--- config.mk ---
export PLATFORM = sky130hd
export DESIGN_NAME = tmds_period_sequencer_flat
export DESIGN_NICKNAME = d
export VERILOG_FILES = /design/src/rtl/tmds_period_sequencer_pkg.sv /design/src/rtl/tmds_period_sequencer_if.sv /design/src/rtl/video_timing_counter.sv /design/src/rtl/tmds_period_sequencer.sv /design/src/flat_wrapper.sv
export SDC_FILE = /design/constraint.sdc
export NUM_CORES = 1
export LEC_CHECK = 0
export ABC_AREA = 1
export CORE_ASPECT_RATIO = 1.5
export CORE_UTILIZATION = 35
export DETAILED_ROUTE_END_ITERATION = 8
export GPL_TIMING_DRIVEN = 0
export PLACE_DENSITY = 0.65
export SLEW_MARGIN = 20
export SYNTH_ARGS = -nofsm -noshare
export SYNTH_HDL_FRONTEND = slang
export SYNTH_SLANG_ARGS = --single-unit
--- constraint.sdc ---
create_clock -name clk -period 1.71 [get_ports clk]
set_input_delay 0.171 -clock clk [delete_from_list [all_inputs] [get_ports clk]]
set_output_delay 0.171 -clock clk [all_outputs]
set_load 0.01 [all_outputs]
--- src/rtl/tmds_period_sequencer_pkg.sv ---
// Shared encodings and small helpers for the TMDS period sequencer.
package tmds_period_sequencer_pkg;

    localparam int unsigned POS_W = 12;
    typedef logic [POS_W-1:0] pos_t;

    // Period FSM state codes double as the encoder mode output.
    localparam logic [1:0] MODE_CTRL     = 2'b00;
    localparam logic [1:0] MODE_PREAMBLE = 2'b01;
    localparam logic [1:0] MODE_GUARD    = 2'b10;
    localparam logic [1:0] MODE_VIDEO    = 2'b11;

    localparam int unsigned PREAMBLE_LEN = 8;
    localparam int unsigned GUARD_LEN    = 2;

    localparam logic [3:0] CTL_VIDEO_PREAMBLE = 4'b0001;

    function automatic logic in_window(input pos_t x, input pos_t lo, input pos_t hi);
        return (x >= lo) && (x < hi);
    endfunction

endpackage

--- src/rtl/tmds_period_sequencer_if.sv ---
// Pixel handshake and encoder-control bundle between the sequencer and its neighbours.
interface tmds_period_sequencer_if;
    import tmds_period_sequencer_pkg::*;

    logic       pix_valid;
    logic       pix_req;
    logic       de;
    logic       hsync;
    logic       vsync;
    logic [1:0] mode;
    logic [3:0] ctl;
    logic       enc_clear;
    pos_t       h_pos;
    pos_t       v_pos;
    logic       frame_start;
    logic       underflow;

    modport master (
        input  pix_valid,
        output pix_req, de, hsync, vsync, mode, ctl, enc_clear,
        output h_pos, v_pos, frame_start, underflow
    );

    modport slave (
        output pix_valid,
        input  pix_req, de, hsync, vsync, mode, ctl, enc_clear,
        input  h_pos, v_pos, frame_start, underflow
    );

endinterface

--- src/rtl/video_timing_counter.sv ---
// Raster h/v counters with wrap, hold-at-origin and one-position / next-line lookahead.
module video_timing_counter
    import tmds_period_sequencer_pkg::*;
#(
    parameter int unsigned H_ACTIVE = 640,
    parameter int unsigned H_FP     = 16,
    parameter int unsigned H_SYNC   = 96,
    parameter int unsigned H_BP     = 48,
    parameter int unsigned V_ACTIVE = 480,
    parameter int unsigned V_FP     = 10,
    parameter int unsigned V_SYNC   = 2,
    parameter int unsigned V_BP     = 33
) (
    input  logic clk,
    input  logic rst_n,
    input  logic clear,
    input  logic advance,
    output pos_t h,
    output pos_t v,
    output logic active,
    output logic active_next,
    output logic next_line_active
);

    localparam int unsigned H_TOTAL = H_ACTIVE + H_FP + H_SYNC + H_BP;
    localparam int unsigned V_TOTAL = V_ACTIVE + V_FP + V_SYNC + V_BP;
    localparam pos_t H_LAST = pos_t'(H_TOTAL - 1);
    localparam pos_t V_LAST = pos_t'(V_TOTAL - 1);
    localparam pos_t H_ACT  = pos_t'(H_ACTIVE);
    localparam pos_t V_ACT  = pos_t'(V_ACTIVE);

    pos_t v_following;

    always_ff @(posedge clk or negedge rst_n) begin
        if (!rst_n) begin
            h <= '0;
            v <= '0;
        end else if (clear) begin
            h <= '0;
            v <= '0;
        end else if (advance) begin
            if (h == H_LAST) begin
                h <= '0;
                v <= v_following;
            end else begin
                h <= h + 1'b1;
            end
        end
    end

    // Lookahead lets the registered outputs see one position ahead (pix_req, preamble).
    always_comb begin
        v_following      = (v == V_LAST) ? '0 : v + 1'b1;
        next_line_active = (v_following < V_ACT);
        active           = (h < H_ACT) && (v < V_ACT);
        if (h == H_LAST) begin
            active_next = next_line_active;
        end else begin
            active_next = ((h + 1'b1) < H_ACT) && (v < V_ACT);
        end
    end

endmodule

--- src/rtl/tmds_period_sequencer.sv ---
// TMDS period scheduler: raster timing, encoder mode/CTL/disparity-clear control and pixel requests.
module tmds_period_sequencer
    import tmds_period_sequencer_pkg::*;
#(
    parameter int unsigned H_ACTIVE  = 640,
    parameter int unsigned H_FP      = 16,
    parameter int unsigned H_SYNC    = 96,
    parameter int unsigned H_BP      = 48,
    parameter int unsigned V_ACTIVE  = 480,
    parameter int unsigned V_FP      = 10,
    parameter int unsigned V_SYNC    = 2,
    parameter int unsigned V_BP      = 33,
    parameter bit          HSYNC_POL = 1'b0,
    parameter bit          VSYNC_POL = 1'b0,
    parameter bit          HDMI_MODE = 1'b1
) (
    input  logic clk,
    input  logic rst_n,
    input  logic enable,
    tmds_period_sequencer_if.master bus
);

    localparam int unsigned H_TOTAL = H_ACTIVE + H_FP + H_SYNC + H_BP;
    localparam pos_t PRE_START   = pos_t'(H_TOTAL - PREAMBLE_LEN - GUARD_LEN);
    localparam pos_t GUARD_START = pos_t'(H_TOTAL - GUARD_LEN);
    localparam pos_t HS_START    = pos_t'(H_ACTIVE + H_FP);
    localparam pos_t HS_END      = pos_t'(H_ACTIVE + H_FP + H_SYNC);
    localparam pos_t VS_START    = pos_t'(V_ACTIVE + V_FP);
    localparam pos_t VS_END      = pos_t'(V_ACTIVE + V_FP + V_SYNC);

    pos_t       h_cnt;
    pos_t       v_cnt;
    logic       active;
    logic       active_next;
    logic       next_line_active;
    logic       running;
    logic       advance;
    logic       clear;
    logic [1:0] mode_nxt;

    assign clear   = ~enable;
    assign advance = enable & running;

    video_timing_counter #(
        .H_ACTIVE (H_ACTIVE),
        .H_FP     (H_FP),
        .H_SYNC   (H_SYNC),
        .H_BP     (H_BP),
        .V_ACTIVE (V_ACTIVE),
        .V_FP     (V_FP),
        .V_SYNC   (V_SYNC),
        .V_BP     (V_BP)
    ) u_timing (
        .clk              (clk),
        .rst_n            (rst_n),
        .clear            (clear),
        .advance          (advance),
        .h                (h_cnt),
        .v                (v_cnt),
        .active           (active),
        .active_next      (active_next),
        .next_line_active (next_line_active)
    );

    // Counter holds the position about to be output; mode_nxt is its period.
    always_comb begin
        mode_nxt = bus.mode;
        case (bus.mode)
            MODE_CTRL: begin
                if (active) begin
                    mode_nxt = MODE_VIDEO;
                end else if (HDMI_MODE && next_line_active && (h_cnt == PRE_START)) begin
                    mode_nxt = MODE_PREAMBLE;
                end
            end
            MODE_PREAMBLE: begin
                if (h_cnt == GUARD_START) mode_nxt = MODE_GUARD;
            end
            MODE_GUARD: begin
                if (h_cnt == '0) mode_nxt = active ? MODE_VIDEO : MODE_CTRL;
            end
            MODE_VIDEO: begin
                if (!active) mode_nxt = MODE_CTRL;
            end
            default: mode_nxt = MODE_CTRL;
        endcase
    end

    // The first enabled cycle only primes pix_req; counting starts on the next one.
    always_ff @(posedge clk or negedge rst_n) begin
        if (!rst_n) begin
            running         <= 1'b0;
            bus.mode        <= MODE_CTRL;
            bus.ctl         <= '0;
            bus.enc_clear   <= 1'b1;
            bus.de          <= 1'b0;
            bus.pix_req     <= 1'b0;
            bus.hsync       <= ~HSYNC_POL;
            bus.vsync       <= ~VSYNC_POL;
            bus.h_pos       <= '0;
            bus.v_pos       <= '0;
            bus.frame_start <= 1'b0;
            bus.underflow   <= 1'b0;
        end else begin
            bus.underflow <= bus.underflow | (bus.de & ~bus.pix_valid);
            if (!advance) begin
                running         <= enable;
                bus.mode        <= MODE_CTRL;
                bus.ctl         <= '0;
                bus.enc_clear   <= 1'b1;
                bus.de          <= 1'b0;
                bus.pix_req     <= enable & active;
                bus.hsync       <= ~HSYNC_POL;
                bus.vsync       <= ~VSYNC_POL;
                bus.h_pos       <= '0;
                bus.v_pos       <= '0;
                bus.frame_start <= 1'b0;
            end else begin
                bus.mode        <= mode_nxt;
                bus.ctl         <= (mode_nxt == MODE_PREAMBLE) ? CTL_VIDEO_PREAMBLE : '0;
                bus.enc_clear   <= (mode_nxt != MODE_VIDEO);
                bus.de          <= active;
                bus.pix_req     <= active_next;
                bus.hsync       <= in_window(h_cnt, HS_START, HS_END) ? HSYNC_POL : ~HSYNC_POL;
                bus.vsync       <= in_window(v_cnt, VS_START, VS_END) ? VSYNC_POL : ~VSYNC_POL;
                bus.h_pos       <= h_cnt;
                bus.v_pos       <= v_cnt;
                bus.frame_start <= active && (h_cnt == '0) && (v_cnt == '0);
            end
        end
    end

endmodule

--- src/flat_wrapper.sv ---
// flat-port wrapper written by rule: the top's interface ports become plain ports
module tmds_period_sequencer_flat import tmds_period_sequencer_pkg::*;
#(
    parameter int unsigned H_ACTIVE  = 640,
    parameter int unsigned H_FP      = 16,
    parameter int unsigned H_SYNC    = 96,
    parameter int unsigned H_BP      = 48,
    parameter int unsigned V_ACTIVE  = 480,
    parameter int unsigned V_FP      = 10,
    parameter int unsigned V_SYNC    = 2,
    parameter int unsigned V_BP      = 33,
    parameter bit          HSYNC_POL = 1'b0,
    parameter bit          VSYNC_POL = 1'b0,
    parameter bit          HDMI_MODE = 1'b1
)
  (clk, rst_n, enable, bus_pix_valid, bus_pix_req, bus_de, bus_hsync, bus_vsync, bus_mode, bus_ctl, bus_enc_clear, bus_h_pos, bus_v_pos, bus_frame_start, bus_underflow);
  tmds_period_sequencer_if bus_i ();
  input  logic clk;
  input  logic rst_n;
  input  logic enable;
  input wire logic [$bits(bus_i.pix_valid)-1:0] bus_pix_valid;
  output wire logic [$bits(bus_i.pix_req)-1:0] bus_pix_req;
  output wire logic [$bits(bus_i.de)-1:0] bus_de;
  output wire logic [$bits(bus_i.hsync)-1:0] bus_hsync;
  output wire logic [$bits(bus_i.vsync)-1:0] bus_vsync;
  output wire logic [$bits(bus_i.mode)-1:0] bus_mode;
  output wire logic [$bits(bus_i.ctl)-1:0] bus_ctl;
  output wire logic [$bits(bus_i.enc_clear)-1:0] bus_enc_clear;
  output wire logic [$bits(bus_i.h_pos)-1:0] bus_h_pos;
  output wire logic [$bits(bus_i.v_pos)-1:0] bus_v_pos;
  output wire logic [$bits(bus_i.frame_start)-1:0] bus_frame_start;
  output wire logic [$bits(bus_i.underflow)-1:0] bus_underflow;
  assign bus_i.pix_valid = bus_pix_valid;
  assign bus_pix_req = bus_i.pix_req;
  assign bus_de = bus_i.de;
  assign bus_hsync = bus_i.hsync;
  assign bus_vsync = bus_i.vsync;
  assign bus_mode = bus_i.mode;
  assign bus_ctl = bus_i.ctl;
  assign bus_enc_clear = bus_i.enc_clear;
  assign bus_h_pos = bus_i.h_pos;
  assign bus_v_pos = bus_i.v_pos;
  assign bus_frame_start = bus_i.frame_start;
  assign bus_underflow = bus_i.underflow;
  tmds_period_sequencer #(.H_ACTIVE(H_ACTIVE), .H_FP(H_FP), .H_SYNC(H_SYNC), .H_BP(H_BP), .V_ACTIVE(V_ACTIVE), .V_FP(V_FP), .V_SYNC(V_SYNC), .V_BP(V_BP), .HSYNC_POL(HSYNC_POL), .VSYNC_POL(VSYNC_POL), .HDMI_MODE(HDMI_MODE)) u_core (.clk(clk), .rst_n(rst_n), .enable(enable), .bus(bus_i));
endmodule
==> load_flow_metrics.sql <==
INSERT INTO impl_metrics (metric_group, metric, value, unit) VALUES
('status', 'status', 'completed', ''),
('clocking', 'clock_latency', '0.34', 'ns'),
('finish', 'post-route-cell-area', '3889', 'sq um'),
('route', 'drt_pre_antenna_iters', '4', ''),
('die', 'initial_core_util', '36.19', '%'),
('worst_hold_path', 'timing.hold.worst.class', 'input pin to asynchronous set/reset pin', ''),
('place', 'gp_routability_congestion', '0.8887', ''),
('setup_path', 'crit_path_start_kind', 'flip-flop', ''),
('die', 'die-area', '8655', 'sq um'),
('finish', 'seq_area', '1484', 'sq um'),
('sta', 'report.final.hold_viol_count', '0', ''),
('finish', 'multi_input_area', '1269', 'sq um'),
('clocking', 'tritoncts.num_buffers', '9', ''),
('place', 'detailed_place_hpwl', '5.064', 'mm'),
('logic_synthesis', 'seq_area_frac_synth', '51.08', '%'),
('grt', 'grt_max_degree', '39', ''),
('setup_path', 'timing.critical_path.required', '1.97', 'ns'),
('die', 'io_pins', '41', ''),
('die', 'chipHeight', '113.4', 'um'),
('pwr', 'peakVddDrop', '481.8', 'uV'),
('finish', 'insertedDiodeCount', '0', ''),
('clocking', 'cts_tree', 'built', ''),
('clocking', 'worst_setup_hold_path_clk_slew', '0.05', 'ns'),
('place', 'numPortBuffers', '37', ''),
('route', 'drc', '0', ''),
('clocking', 'root_cell_of_the_clock_tree', 'clkbuf_16', ''),
('sta', 'timing.final.crit_period', '1.670', 'ns'),
('setup_path', 'worstPathArrival', '1.93', 'ns'),
('grt', 'overflow', '0', ''),
('logic_synthesis', 'number_of_enable_type_register_cells_in_the_synthesized_netlist', '0', ''),
('setup_path', 'critical_path.top_delay_family', 'simple AND/OR/NAND/NOR gates', ''),
('logic_synthesis', 'post-synth-top-area-cell', 'dfrtp_1', ''),
('route', 'vias', '2426', ''),
('pwr', 'power.static_leakage', '1.711', 'nW'),
('pwr', 'power_per_cell_area', '862.4', 'nW/um^2'),
('route', 'drt_initial_violations', '123', ''),
('sta', 'fin_crit_sh', '97.68', '%'),
('sta', 'timing.fmax', '598.7', 'MHz'),
('sta', 'setup-violations-final', '0', ''),
('setup_path', 'timing.critical_path.cells', 'ha_4, nand3_2, nor2_4, xor2_1, nor2_1, nand2_1, nand3_2, nand2_2, nand2_1, nor2_1', ''),
('setup_path', 'critPathKind', 'flip-flop to flip-flop', ''),
('route', 'routed_wirelength', '7.098', 'mm'),
('die', 'die-width', '76.30', 'um'),
('logic_synthesis', 'synthesis.area', '2898', 'sq um'),
('sta', 'finClkSkew', '0.005796', 'ns'),
('die', 'design.core.area', '8008', 'sq um'),
('sta', 'hold-worst-slack', '0.2739', 'ns'),
('grt', 'grt_pass1_vias', '2484', ''),
('logic_synthesis', 'synth_top_area_share', '48.36', '%'),
('grt', 'antenna_found_initial', '0', ''),
('finish', 'fill_cells', '792', ''),
('finish', 'finish.cell_count_without_fillers', '507', ''),
('finish', 'layout.nets', '406', ''),
('clocking', 'cts.path.max_buffers', '2', ''),
('logic_synthesis', 'post-synth-top-count-cell', 'nand2_1', ''),
('place', 'post_detailed_placement_cell_area', '3425', 'sq um'),
('run', 'cap_violations', '0', ''),
('die', 'floorplan.rows', '40', ''),
('logic_synthesis', 'mean_cell_area_of_the_mapped_netlist', '8.650', 'sq um'),
('setup_path', 'highest_delay_cell_along_the_critical_path', 'dfrtp_2', ''),
('clocking', 'clock-sinks', '59', ''),
('logic_synthesis', 'synth-async-reset-ratio', '100.0', '%'),
('route', 'avgViaCountPerCell', '4.785', ''),
('setup_path', 'critPathMaxFanout', '4', ''),
('sta', 'slew_violations', '0', ''),
('logic_synthesis', 'netlist-cell-type-count', '35', ''),
('sta', 'setup_repair_after_global_routing_missed_its_margin', 'yes', ''),
('logic_synthesis', 'yosys_register_bits', '59', ''),
('setup_path', 'timing.critical_path.buf_inv', '0', ''),
('place', 'placedCellCount', '480', ''),
('setup_path', 'reg2reg_slack', '0.04', 'ns');
[logic make-up (layout without fill, tap and decap cells)]
family,count (synthesis),in the layout,synth area share (%)
buffers and inverters,56,121,8.592
flip-flops,59,59,51.08
adder cells (fa/ha/maj),5,5,2.159
XOR/XNOR,9,9,2.720
other,1,3,0.1294
AND/OR/NAND/NOR,171,171,28.50
AO/OA/AOI/OAI,34,34,6.822
[cell usage in the layout (no fill, tap or decap), types with 6 or more instances in the layout]
cell type | netlist | final
a21oi_1 | 10 | 8
buf_4 | 6 | 15
clkbuf_16 | 0 | 9
clkdlybuf4s50_1 | 0 | 36
dfrtp_1 | 56 | 53
inv_1 | 41 | 38
nand2_1 | 57 | 55
nand3_1 | 22 | 20
nand4_1 | 6 | 6
nor2_1 | 50 | 45
nor2_2 | 7 | 9
nor2_4 | 3 | 6
nor3_1 | 13 | 11
o21ai_0 | 8 | 8
o22ai_1 | 10 | 10
xor2_1 | 9 | 9
[metal layers]
| layer | GRT usage, % | vias to the layer above | wire length (um) |
|---|---|---|---|
| li1 | - | 1193 | - |
| met1 | 18.02 | 1159 | 2642 |
| met2 | 32.73 | 58 | 3930 |
| met3 | 4.640 | 16 | 268 |
| met4 | 11.54 | 0 | 257 |
| met5 | 0 | - | 0 |
[final timing paths]
kind / startpoint / end / cells past startpoint
setup / recovery: u_core.u_timing.v[1] / u_core.bus.ctl[0] / 10
hold / removal: rst_n / u_core.u_timing.h[2] / 2
setup reg to reg: u_core.u_timing.v[1] / u_core.bus.ctl[0] / 10
hold reg to reg: u_core.bus.underflow / u_core.bus.underflow / 1
max in group asynchronous: rst_n / u_core.bus.enc_clear / 3
min in group clk: bus_pix_valid / u_core.bus.underflow / 2
[report_power, final]
group          total (mW)  internal [mW]  switching, mW
registers            1.45           1.43         0.0272
clock network        1.66           1.05          0.603
logic               0.243          0.101          0.142
[flip-flops by register name (all words and copies together), names as in the netlist, 2 cells and up]
register / flops
u_core.bus.v_pos: 12
u_core.u_timing.v: 12
u_core.bus.mode: 2
u_core.bus.h_pos: 12
u_core.u_timing.h: 12
[repair_timing]
| action | CTS | global route |
|---|---|---|
| hold buffers | 1 | 0 |
| buffers inserted | 0 | 10 |
| pin swaps | 0 | 5 |
| setup endpoints to repair | 4 | 41 |
| hold endpoints to repair | 21 | 0 |
| resized for setup | 3 | 33 |
[area by class of cell]
class,count,area share (%)
Sequential cell,59,38.16
Multi-Input combinational cell,222,32.63
Timing Repair Buffer,49,12.19
Clock buffer,14,6.789
Inverter,44,4.408
Tap cell,105,3.378
Buffer,12,2.188
Clock inverter,2,0.2574
[per-stage QoR]
stage	utilization [%]	total power [mW]	setup TNS, ns	setup slack (ns)
2_1_floorplan	-	1.574	0	0.2505
3_3_place_gp	42.55	1.667	-86.86	-1.386
3_5_place_dp	42.77	1.674	-8.073	-0.3318
4_1_cts	46.44	3.346	-0.02128	-0.01489
5_1_grt	48.56	3.479	-0.2532	-0.08169
6_report	48.56	3.354	0	0.03974
(Power assumes the default switching activity.)
